[src/rtl/jk_seq_pkg.sv]
// Shared definitions for the JK counter sequencer: command opcodes, FSM states
// and the J/K excitation encodings.
package jk_seq_pkg;

  localparam logic [2:0] OP_NOP   = 3'd0;
  localparam logic [2:0] OP_CLEAR = 3'd1;
  localparam logic [2:0] OP_LOAD  = 3'd2;
  localparam logic [2:0] OP_UP    = 3'd3;
  localparam logic [2:0] OP_DOWN  = 3'd4;
  localparam logic [2:0] OP_STOP  = 3'd5;

  typedef enum logic [1:0] {
    IDLE     = 2'd0,
    RUN_UP   = 2'd1,
    RUN_DOWN = 2'd2
  } state_e;

  // {J,K} pairs
  localparam logic [1:0] JK_HOLD   = 2'b00;
  localparam logic [1:0] JK_RESET  = 2'b01;
  localparam logic [1:0] JK_SET    = 2'b10;
  localparam logic [1:0] JK_TOGGLE = 2'b11;

endpackage

[src/rtl/jk_count_sequencer_if.sv]
// Command handshake and status bundle between the control logic (master)
// and the counter sequencer (slave).
interface jk_count_sequencer_if #(
  parameter int WIDTH = 4
);
  logic             cmd_valid;
  logic             cmd_ready;
  logic [2:0]       cmd_op;
  logic [WIDTH-1:0] cmd_data;
  logic [WIDTH-1:0] count;
  logic             busy;
  logic             tc;
  logic             done;
  logic             cmd_err;

  modport master (
    output cmd_valid, cmd_op, cmd_data,
    input  cmd_ready, count, busy, tc, done, cmd_err
  );

  modport slave (
    input  cmd_valid, cmd_op, cmd_data,
    output cmd_ready, count, busy, tc, done, cmd_err
  );
endinterface

[src/rtl/jk_count_sequencer_excite.sv]
// Per-bit J/K excitation: toggle the bits that differ between the present and
// the wanted next count, hold the rest.
module jk_excite
  import jk_seq_pkg::*;
#(
  parameter int WIDTH = 4
) (
  input  logic [WIDTH-1:0] q,
  input  logic [WIDTH-1:0] next,
  output logic [WIDTH-1:0] j,
  output logic [WIDTH-1:0] k
);

  for (genvar gi = 0; gi < WIDTH; gi++) begin : g_bit
    logic [1:0] jk_bit;

    always_comb begin
      jk_bit = (q[gi] != next[gi]) ? JK_TOGGLE : JK_HOLD;
    end

    assign j[gi] = jk_bit[1];
    assign k[gi] = jk_bit[0];
  end

endmodule

[src/rtl/jk_ff.sv]
// Single JK flip-flop cell with synchronous active-high reset.
module jk_ff
  import jk_seq_pkg::*;
(
  input  logic clock,
  input  logic reset,
  input  logic j,
  input  logic k,
  output logic q
);

  always_ff @(posedge clock) begin
    if (reset) begin
      q <= 1'b0;
    end else begin
      case ({j, k})
        JK_HOLD:  q <= q;
        JK_RESET: q <= 1'b0;
        JK_SET:   q <= 1'b1;
        default:  q <= ~q;
      endcase
    end
  end

endmodule

[src/rtl/jk_count_sequencer.sv]
// Command-driven modulo-MODULUS counter built on a bank of jk_ff cells; the
// controller decides the next count and jk_excite turns it into J/K drives.
module jk_count_sequencer
  import jk_seq_pkg::*;
#(
  parameter int WIDTH   = 4,
  parameter int MODULUS = 10
) (
  input  logic                  clock,
  input  logic                  reset,
  jk_count_sequencer_if.slave   bus
);

  localparam logic [WIDTH:0] MOD_W = MODULUS[WIDTH:0];
  localparam logic [WIDTH:0] MAX_W = MOD_W - 1'b1;

  state_e           state_q, state_d;
  logic [WIDTH-1:0] steps_q, steps_d;
  logic             ready_q;
  logic             busy_q, tc_q, tc_d, done_q, done_d, err_q, err_d;

  logic [WIDTH-1:0] count_w, next_val, j_vec, k_vec;
  logic [WIDTH:0]   cnt_ext, up_ext, dn_ext, data_ext;
  logic [WIDTH-1:0] up_val, down_val, load_val, step_val;
  logic             up_wrap, down_wrap, go_up, step_wrap, accept;

  // Extra top bit lets MODULUS == 2**WIDTH and the down-borrow be detected.
  always_comb begin
    cnt_ext   = {1'b0, count_w};
    data_ext  = {1'b0, bus.cmd_data};
    up_ext    = cnt_ext + 1'b1;
    dn_ext    = cnt_ext - 1'b1;
    up_wrap   = (up_ext == MOD_W);
    down_wrap = dn_ext[WIDTH];
    up_val    = up_wrap ? '0 : up_ext[WIDTH-1:0];
    down_val  = down_wrap ? MAX_W[WIDTH-1:0] : dn_ext[WIDTH-1:0];
    load_val  = (data_ext > MAX_W) ? MAX_W[WIDTH-1:0] : bus.cmd_data;
    go_up     = (state_q == IDLE) ? (bus.cmd_op == OP_UP) : (state_q == RUN_UP);
    step_val  = go_up ? up_val : down_val;
    step_wrap = go_up ? up_wrap : down_wrap;
    accept    = bus.cmd_valid & ready_q;
  end

  always_comb begin
    next_val = count_w;
    state_d  = state_q;
    steps_d  = steps_q;
    tc_d     = 1'b0;
    done_d   = 1'b0;
    err_d    = 1'b0;
    case (state_q)
      IDLE: begin
        if (accept) begin
          case (bus.cmd_op)
            OP_CLEAR: next_val = '0;
            OP_LOAD:  next_val = load_val;
            OP_UP, OP_DOWN: begin
              if (bus.cmd_data == '0) begin
                done_d = 1'b1;
              end else begin
                // The first step is taken on the accepting edge itself.
                next_val = step_val;
                tc_d     = step_wrap;
                steps_d  = bus.cmd_data - 1'b1;
                if (bus.cmd_data == WIDTH'(1)) begin
                  done_d = 1'b1;
                end else begin
                  state_d = (bus.cmd_op == OP_UP) ? RUN_UP : RUN_DOWN;
                end
              end
            end
            OP_NOP, OP_STOP: ;
            default: err_d = 1'b1;
          endcase
        end
      end
      default: begin
        if (accept && bus.cmd_op == OP_STOP) begin
          state_d = IDLE;
          steps_d = '0;
          done_d  = 1'b1;
        end else if (accept && bus.cmd_op == OP_CLEAR) begin
          next_val = '0;
          state_d  = IDLE;
          steps_d  = '0;
          done_d   = 1'b1;
        end else begin
          err_d    = accept && (bus.cmd_op != OP_NOP);
          next_val = step_val;
          tc_d     = step_wrap;
          steps_d  = steps_q - 1'b1;
          if (steps_q == WIDTH'(1)) begin
            state_d = IDLE;
            done_d  = 1'b1;
          end
        end
      end
    endcase
  end

  always_ff @(posedge clock) begin
    if (reset) begin
      state_q <= IDLE;
      steps_q <= '0;
      ready_q <= 1'b0;
      busy_q  <= 1'b0;
      tc_q    <= 1'b0;
      done_q  <= 1'b0;
      err_q   <= 1'b0;
    end else begin
      state_q <= state_d;
      steps_q <= steps_d;
      ready_q <= 1'b1;
      busy_q  <= (state_d != IDLE);
      tc_q    <= tc_d;
      done_q  <= done_d;
      err_q   <= err_d;
    end
  end

  jk_excite #(.WIDTH(WIDTH)) u_excite (
    .q    (count_w),
    .next (next_val),
    .j    (j_vec),
    .k    (k_vec)
  );

  for (genvar gi = 0; gi < WIDTH; gi++) begin : g_cell
    jk_ff u_ff (
      .clock (clock),
      .reset (reset),
      .j     (j_vec[gi]),
      .k     (k_vec[gi]),
      .q     (count_w[gi])
    );
  end

  assign bus.count     = count_w;
  assign bus.cmd_ready = ready_q;
  assign bus.busy      = busy_q;
  assign bus.tc        = tc_q;
  assign bus.done      = done_q;
  assign bus.cmd_err   = err_q;

endmodule

[src/flat_wrapper.sv]
// flat-port wrapper written by rule: the top's interface ports become plain ports
module jk_count_sequencer_flat import jk_seq_pkg::*;
#(
  parameter int WIDTH   = 4,
  parameter int MODULUS = 10
)
  (clock, reset, bus_cmd_valid, bus_cmd_op, bus_cmd_data, bus_cmd_ready, bus_count, bus_busy, bus_tc, bus_done, bus_cmd_err);
  jk_count_sequencer_if #(.WIDTH(WIDTH)) bus_i ();
  input  logic clock;
  input  logic reset;
  input wire logic [$bits(bus_i.cmd_valid)-1:0] bus_cmd_valid;
  input wire logic [$bits(bus_i.cmd_op)-1:0] bus_cmd_op;
  input wire logic [$bits(bus_i.cmd_data)-1:0] bus_cmd_data;
  output wire logic [$bits(bus_i.cmd_ready)-1:0] bus_cmd_ready;
  output wire logic [$bits(bus_i.count)-1:0] bus_count;
  output wire logic [$bits(bus_i.busy)-1:0] bus_busy;
  output wire logic [$bits(bus_i.tc)-1:0] bus_tc;
  output wire logic [$bits(bus_i.done)-1:0] bus_done;
  output wire logic [$bits(bus_i.cmd_err)-1:0] bus_cmd_err;
  assign bus_i.cmd_valid = bus_cmd_valid;
  assign bus_i.cmd_op = bus_cmd_op;
  assign bus_i.cmd_data = bus_cmd_data;
  assign bus_cmd_ready = bus_i.cmd_ready;
  assign bus_count = bus_i.count;
  assign bus_busy = bus_i.busy;
  assign bus_tc = bus_i.tc;
  assign bus_done = bus_i.done;
  assign bus_cmd_err = bus_i.cmd_err;
  jk_count_sequencer #(.WIDTH(WIDTH), .MODULUS(MODULUS)) u_core (.clock(clock), .reset(reset), .bus(bus_i));
endmodule
[config.mk]
export PLATFORM = sky130hd
export DESIGN_NAME = jk_count_sequencer_flat
export DESIGN_NICKNAME = d
export VERILOG_FILES = /design/src/rtl/jk_seq_pkg.sv /design/src/rtl/jk_count_sequencer_if.sv /design/src/rtl/jk_count_sequencer_excite.sv /design/src/rtl/jk_ff.sv /design/src/rtl/jk_count_sequencer.sv /design/src/flat_wrapper.sv
export SDC_FILE = /design/constraint.sdc
export NUM_CORES = 1
export LEC_CHECK = 0
export BUFFER_PORTS_ARGS = -buffer_cell sky130_fd_sc_hd__buf_2
export CORE_MARGIN = 2
export CORE_UTILIZATION = 40
export CTS_BUF_LIST = sky130_fd_sc_hd__clkbuf_4 sky130_fd_sc_hd__clkbuf_8 sky130_fd_sc_hd__clkbuf_16
export DETAILED_ROUTE_END_ITERATION = 6
export GPL_ROUTABILITY_DRIVEN = 1
export SYNTH_ARGS = -nofsm -noshare
export SYNTH_HDL_FRONTEND = slang
export SYNTH_SLANG_ARGS = --single-unit
export TNS_END_PERCENT = 1
[constraint.sdc]
create_clock -name clock -period 2.3 [get_ports clock]
set_input_delay 0.23 -clock clock [delete_from_list [all_inputs] [get_ports clock]]
set_output_delay 0.23 -clock clock [all_outputs]
set_load 0.02 [all_outputs]
**Yosys cells after proc, flatten, opt, wreduce, memory -nomap -nowiden**

Cells that the tools add are included.

- Register bits: 15
- Bits of input ports: 10
- Output and inout port bits: 9
- Word-level logic and storage cells: 115

- Add/subtract/negate cells: 4
- Order comparisons: 1
- Equality and inequality tests: 24
- Multiplexer cells: 55
- Bitwise operators: 5
- Reduce and logical (&&, ||, !) cells: 15

Operators with widths:

| cell | number |
|---|---|
| two-way mux 4 bit | 15 |
| two-way mux 2 bit | 13 |
| two-way mux 1 bit | 22 |
| case mux 1 bit (3 select lines) | 4 |
| case mux 4 bit (3 select lines) | 1 |
| == test 2 x 1 -> 1 bit, second input constant | 5 |
| zero test 2 bit | 5 |
| == test 2 bit, second input constant | 4 |
| == test 4 x 1 -> 1 bit, second input constant | 2 |
| subtractor 4 x 1 -> 4 bit, second input constant | 2 |
| == test 3 x 2 -> 1 bit, second input constant | 2 |
| == test 3 bit, second input constant | 2 |
| OR reduction 6 bit | 1 |
| adder 4 x 1 -> 5 bit, second input constant | 1 |
| == test 5 x 4 -> 1 bit, second input constant | 1 |
| subtractor 4 x 1 -> 5 bit, second input constant | 1 |
| > comparator 4 bit, second input constant | 1 |
| zero test 4 bit | 1 |
| != test 1 bit | 4 |
| != test 2 bit, second input constant | 2 |
| inverter 1 bit | 4 |
| == test 3 x 1 -> 1 bit, second input constant | 1 |
| logical AND 1 bit | 3 |
| zero test 3 bit | 1 |
| 6 further kinds | 6 |

**Longest topological paths before layout**

- Depth in word-level cells: 12
- Gate-level depth with buffers: 7
- Depth with buffers taken out: 7

**Cells and area by module**

From an unflattened synthesis, not the netlist that was laid out.

- Cells, all modules: 213
- Area total of the unflattened synthesis: 1586.5 µm²

Modules (own cells, without submodules):

| module | instances | cells an instance | area each (µm²) | sequential area each (µm²) |
|---|---|---|---|---|
| jk_count_sequencer | 1 | 169 | 1216.2 | 220.2 |
| jk_ff | 4 | 9 | 76.3 | 20.0 |
| jk_excite | 1 | 8 | 65.1 | 0.0 |

**Least setup slack after synthesis**

No wires, ideal clock.

- Path type: register -> register
- From: register u_core.ready_q, in the netlist u_core.bus.cmd_ready
- To: register u_core.g_cell[0].u_ff.q
- Setup time: 0.086 ns
- Arrival time: 1.706 ns
- Required time: 2.214 ns
- Setup slack: 0.507 ns
- Cell stages (with the launch flop): 7
- Path buffers: 1
- Clock period less this slack: 1.793 ns
- Cell sequence: dfxtp_1 nand2_1 nor3_2 and3_1 buf_6 or3b_1 a221oi_2

- Cells in the longest elaborated chain, start to end: 9
- Elaborated cells on any way between the ends: 13
- Those cells by class: 3 x eq/ne; 6 x mux; 1 x bitwise; 3 x reduce/logical

RTL lines:

| what | line | RTL |
|---|---|---|
| start: declaration | jk_count_sequencer.sv:19 | `logic ready_q;` |
| start signal: assignment | jk_count_sequencer.sv:105 | `ready_q <= 1'b0;` |
| start signal: assignment | jk_count_sequencer.sv:113 | `ready_q <= 1'b1;` |
| bitwise AND 1 bit * | jk_count_sequencer.sv:41 | `accept = bus.cmd_valid & ready_q;` |
| logical AND 1 bit | jk_count_sequencer.sv:82 | `end else if (accept && bus.cmd_op == OP_CLEAR) begin` |
| two-way mux 4 bit | jk_count_sequencer.sv:82 |  |
| two-way mux 4 bit | jk_count_sequencer.sv:78 | `if (accept && bus.cmd_op == OP_STOP) begin` |
| two-way mux 4 bit * | jk_count_sequencer.sv:51 | `case (state_q)` |
| != test 1 bit * | jk_count_sequencer_excite.sv:18 | `jk_bit = (q[gi] != next[gi]) ? JK_TOGGLE : JK_HOLD;` |
| two-way mux 2 bit * | jk_count_sequencer_excite.sv:18 |  |
| == test 2 bit (tied with other cells) | jk_ff.sv:16 | `case ({j, k})` |
| case mux 1 bit (3 select lines) | jk_ff.sv:16 |  |
| end signal: assignment | jk_ff.sv:17 | `JK_HOLD: q <= q;` |
| end signal: assignment | jk_ff.sv:20 | `default: q <= ~q;` |
| end: declaration | jk_ff.sv:9 | `output logic q` |

Mark *: on every way between the ends. The rest lies on a longest branch, timed or not.
A chain may end at the register's enable or synchronous reset.

**Worst setup path after layout**

Ends and elaborated chain as after synthesis.

==> results.json <==
{
  "status": "finished, final reports clean",
  "hold_buffers": 0,
  "worst-path-max-fanout": 10,
  "slew_violations": 0,
  "hp-class": "input pin to flip-flop",
  "grt.overflow.total": 0,
  "tritoncts": "built",
  "synthTopCellsByCount": "dfxtp_1 (15), nor2_1 (13), nand2_1 (12)",
  "final.period_utilization_pct": 86.7,
  "relSlewSlack_pct": 65.2,
  "worstPathArrival_ns": 2.20,
  "postSynthRegisterBits": 15,
  "crit_path_end_kind": "flip-flop",
  "via_per_inst": 5.88,
  "clock_sinks": 15,
  "rr_worst_depth": 5,
  "worstMarginPinSlew_ns": 0.516,
  "synth_top_cell_by_area": "dfxtp_1",
  "htree_levels": 1,
  "grt_pass1_vias": 1188,
  "finalClockSkew_ns": 0.00105,
  "multiInputGateArea_um2": 873,
  "min_delay_path_depth": 2,
  "dr.pass1.iters": 4,
  "synth_flop_cell": "dfxtp_1",
  "hold_violations": 0,
  "critical_path_class": "flip-flop to flip-flop",
  "clk_path_buf_depth": 2,
  "hpwlAfterDp_um": 2340,
  "antenna_found_initial": 0,
  "synth_cell_types": 57,
  "synth_area_mm2": 0.00130,
  "synth_area_per_cell_um2": 7.99,
  "place_ws_ns": 0.289,
  "hp-start": "reset",
  "avgRoutedWirePerCell_um": 14.5,
  "cap_violations": 0,
  "max_freq_mhz": 501,
  "rrSetupSlack_ns": 0.31,
  "via_count": 1271,
  "port_buffers": 18,
  "setup_viol": 0,
  "worstSkewPairLatency_ns": 0.28,
  "fin_ws_ns": 0.305,
  "synth.most_common_cell": "dfxtp_1",
  "rows": 20,
  "cts_setup_buffers": 0,
  "regArea_um2": 300,
  "die_x_um": 61.1,
  "clk_pin_slew_worst_paths_ns": 0.09,
  "ios": 19,
  "timing.setup.tns_ns": 0,
  "gr-usage-all-layers_pct": 19.7,
  "synth_edf_count": 0,
  "cts_resized": 0,
  "die_y_um": 61.1,
  "synthArstFlopShare_pct": 0,
  "power_density_mw_per_mm2": 445,
  "timing.rr.end": "u_core.g_cell[0].u_ff.q",
  "drt_iter0_markers": 83,
  "ys_seq_area_share_pct": 23.1,
  "drive_gt1_share_pct": 19.8,
  "ir_worst_vdd_mv": 0.267,
  "p_leak_nw": 0.548,
  "cts_buffers": 3,
  "n_fill_cell": 318,
  "core_area_mm2": 0.00308,
  "synth.area.top_cells": "dfxtp_1 (23%), ha_1 (7.7%), nor2_1 (3.7%)",
  "netlist.area_leader.share_pct": 23.1,
  "worstHoldEndpoint": "u_core.state_q[1]",
  "cp-start-kind": "flip-flop",
  "post-route-drc-count": 0,
  "gp_congestion": 0.820,
  "ys_warn_count": 0,
  "reg2reg_from": "u_core.bus.cmd_ready",
  "grt_pass1_wl_um": 5560,
  "period_minus_slack_ns": 1.99,
  "rsz0062_at_grt": "no",
  "required_ns": 2.50,
  "dieArea_mm2": 0.00373,
  "n_antenna_cell": 0,
  "start_util_pct": 42.3,
  "fin_nets": 191,
  "area_growth_pct": 6.72,
  "cts-root-buf": "clkbuf_4",
  "ant_nets": 0,
  "syn-num-nets": 181,
  "postSynthCellCount": 163,
  "routed_wirelength_um": 3130,
  "grt_max_degree": 18
}
[power breakdown]
group          switching, W  internal (W)  total (W)
logic             0.0000948     0.0000677   0.000162
registers         0.0000167      0.000271   0.000287
clock network     0.0000900     0.0000791   0.000169
total              0.000202      0.000417   0.000619
[worst max path at each step]
stage	start	to	slack, ns	cells past startpoint
after floorplan	u_core.bus.cmd_ready	u_core.g_cell[0].u_ff.q	0.51	6
after global placement	bus_cmd_op[2]	u_core.g_cell[0].u_ff.q	0.30	6
after global routing	u_core.g_cell[0].u_ff.q	u_core.g_cell[0].u_ff.q	0.09	6
after CTS	u_core.g_cell[0].u_ff.q	u_core.g_cell[0].u_ff.q	0.33	6
after detailed placement	bus_cmd_op[2]	u_core.g_cell[0].u_ff.q	0.29	6
final	u_core.bus.cmd_ready	u_core.g_cell[0].u_ff.q	0.31	5
[layout by cell type (no fill, tap or decap), drive strengths merged, types with 5 or more instances in the layout]
| cell type | netlist | routed |
|---|---|---|
| buf | 9 | 19 |
| dfxtp | 15 | 15 |
| nor2 | 14 | 14 |
| nand2 | 12 | 12 |
| o21ai | 10 | 10 |
| inv | 9 | 9 |
| ha | 8 | 8 |
| nor3 | 8 | 8 |
| a21oi | 6 | 6 |
| nand3 | 5 | 5 |
| a221oi | 5 | 5 |
[stage by stage]
| step | power (W) | hold WS [ns] | area (um^2) | utilization, % | cells |
|---|---|---|---|---|---|
| after floorplan | 0.000421 | 0.331 | 1300 | - | 163 |
| after global placement | 0.000451 | 0.506 | 1360 | 44.2 | 212 |
| after detailed placement | 0.000454 | 0.496 | 1360 | 44.2 | 212 |
| after CTS | 0.000626 | 0.286 | 1390 | 45.2 | 216 |
| after global routing | 0.000660 | 0.290 | 1390 | 45.2 | 216 |
| final | 0.000619 | 0.290 | 1390 | 45.2 | 216 |
[metal layers]
layer  global-route usage [%]  share of wire [%]  vias up
met5                        0                  0        -
met4                     6.21                1.5        0
met3                     2.52                5.4        7
met2                     31.2                 45       45
met1                     27.9                 48      595
li1                         -                  -      624
[critical path, stage by stage, from the launching register on]
cell	delay (ns)
dfxtp_1	0.38
nand2_1	0.17
nor3_2	0.26
and3_1	0.46
or3b_1	0.41
a221oi_2	0.23
[cells by family (layout without fill, tap and decap cells)]
group | after synthesis | count (layout) | synth area share, %
simple gates | 64 | 64 | 28.6
flops | 15 | 15 | 23.1
mux | 3 | 3 | 2.40
fa+ha+maj | 8 | 8 | 7.69
compound gates | 47 | 47 | 26.3
buf+inv | 23 | 32 | 9.89
xor+xnor | 3 | 3 | 2.02
[final cells by class]
class | count | area share [%]
well taps | 44 | 3.96
repair buffers | 19 | 7.02
multi-input cells | 125 | 62.8
clock buffers | 4 | 2.16
flip-flops and latches | 15 | 21.6
inverters | 9 | 2.43
[flip-flops by register name, summed over array words and instances, names as in the netlist]
name / cells
u_core.g_cell.u_ff.q: 4
u_core.bus.cmd_err: 1
u_core.bus.cmd_ready: 1
u_core.bus.busy: 1
u_core.steps_q: 4
u_core.bus.tc: 1
u_core.state_q: 2
u_core.bus.done: 1
Note: power is estimated with default switching activity, not from simulation.
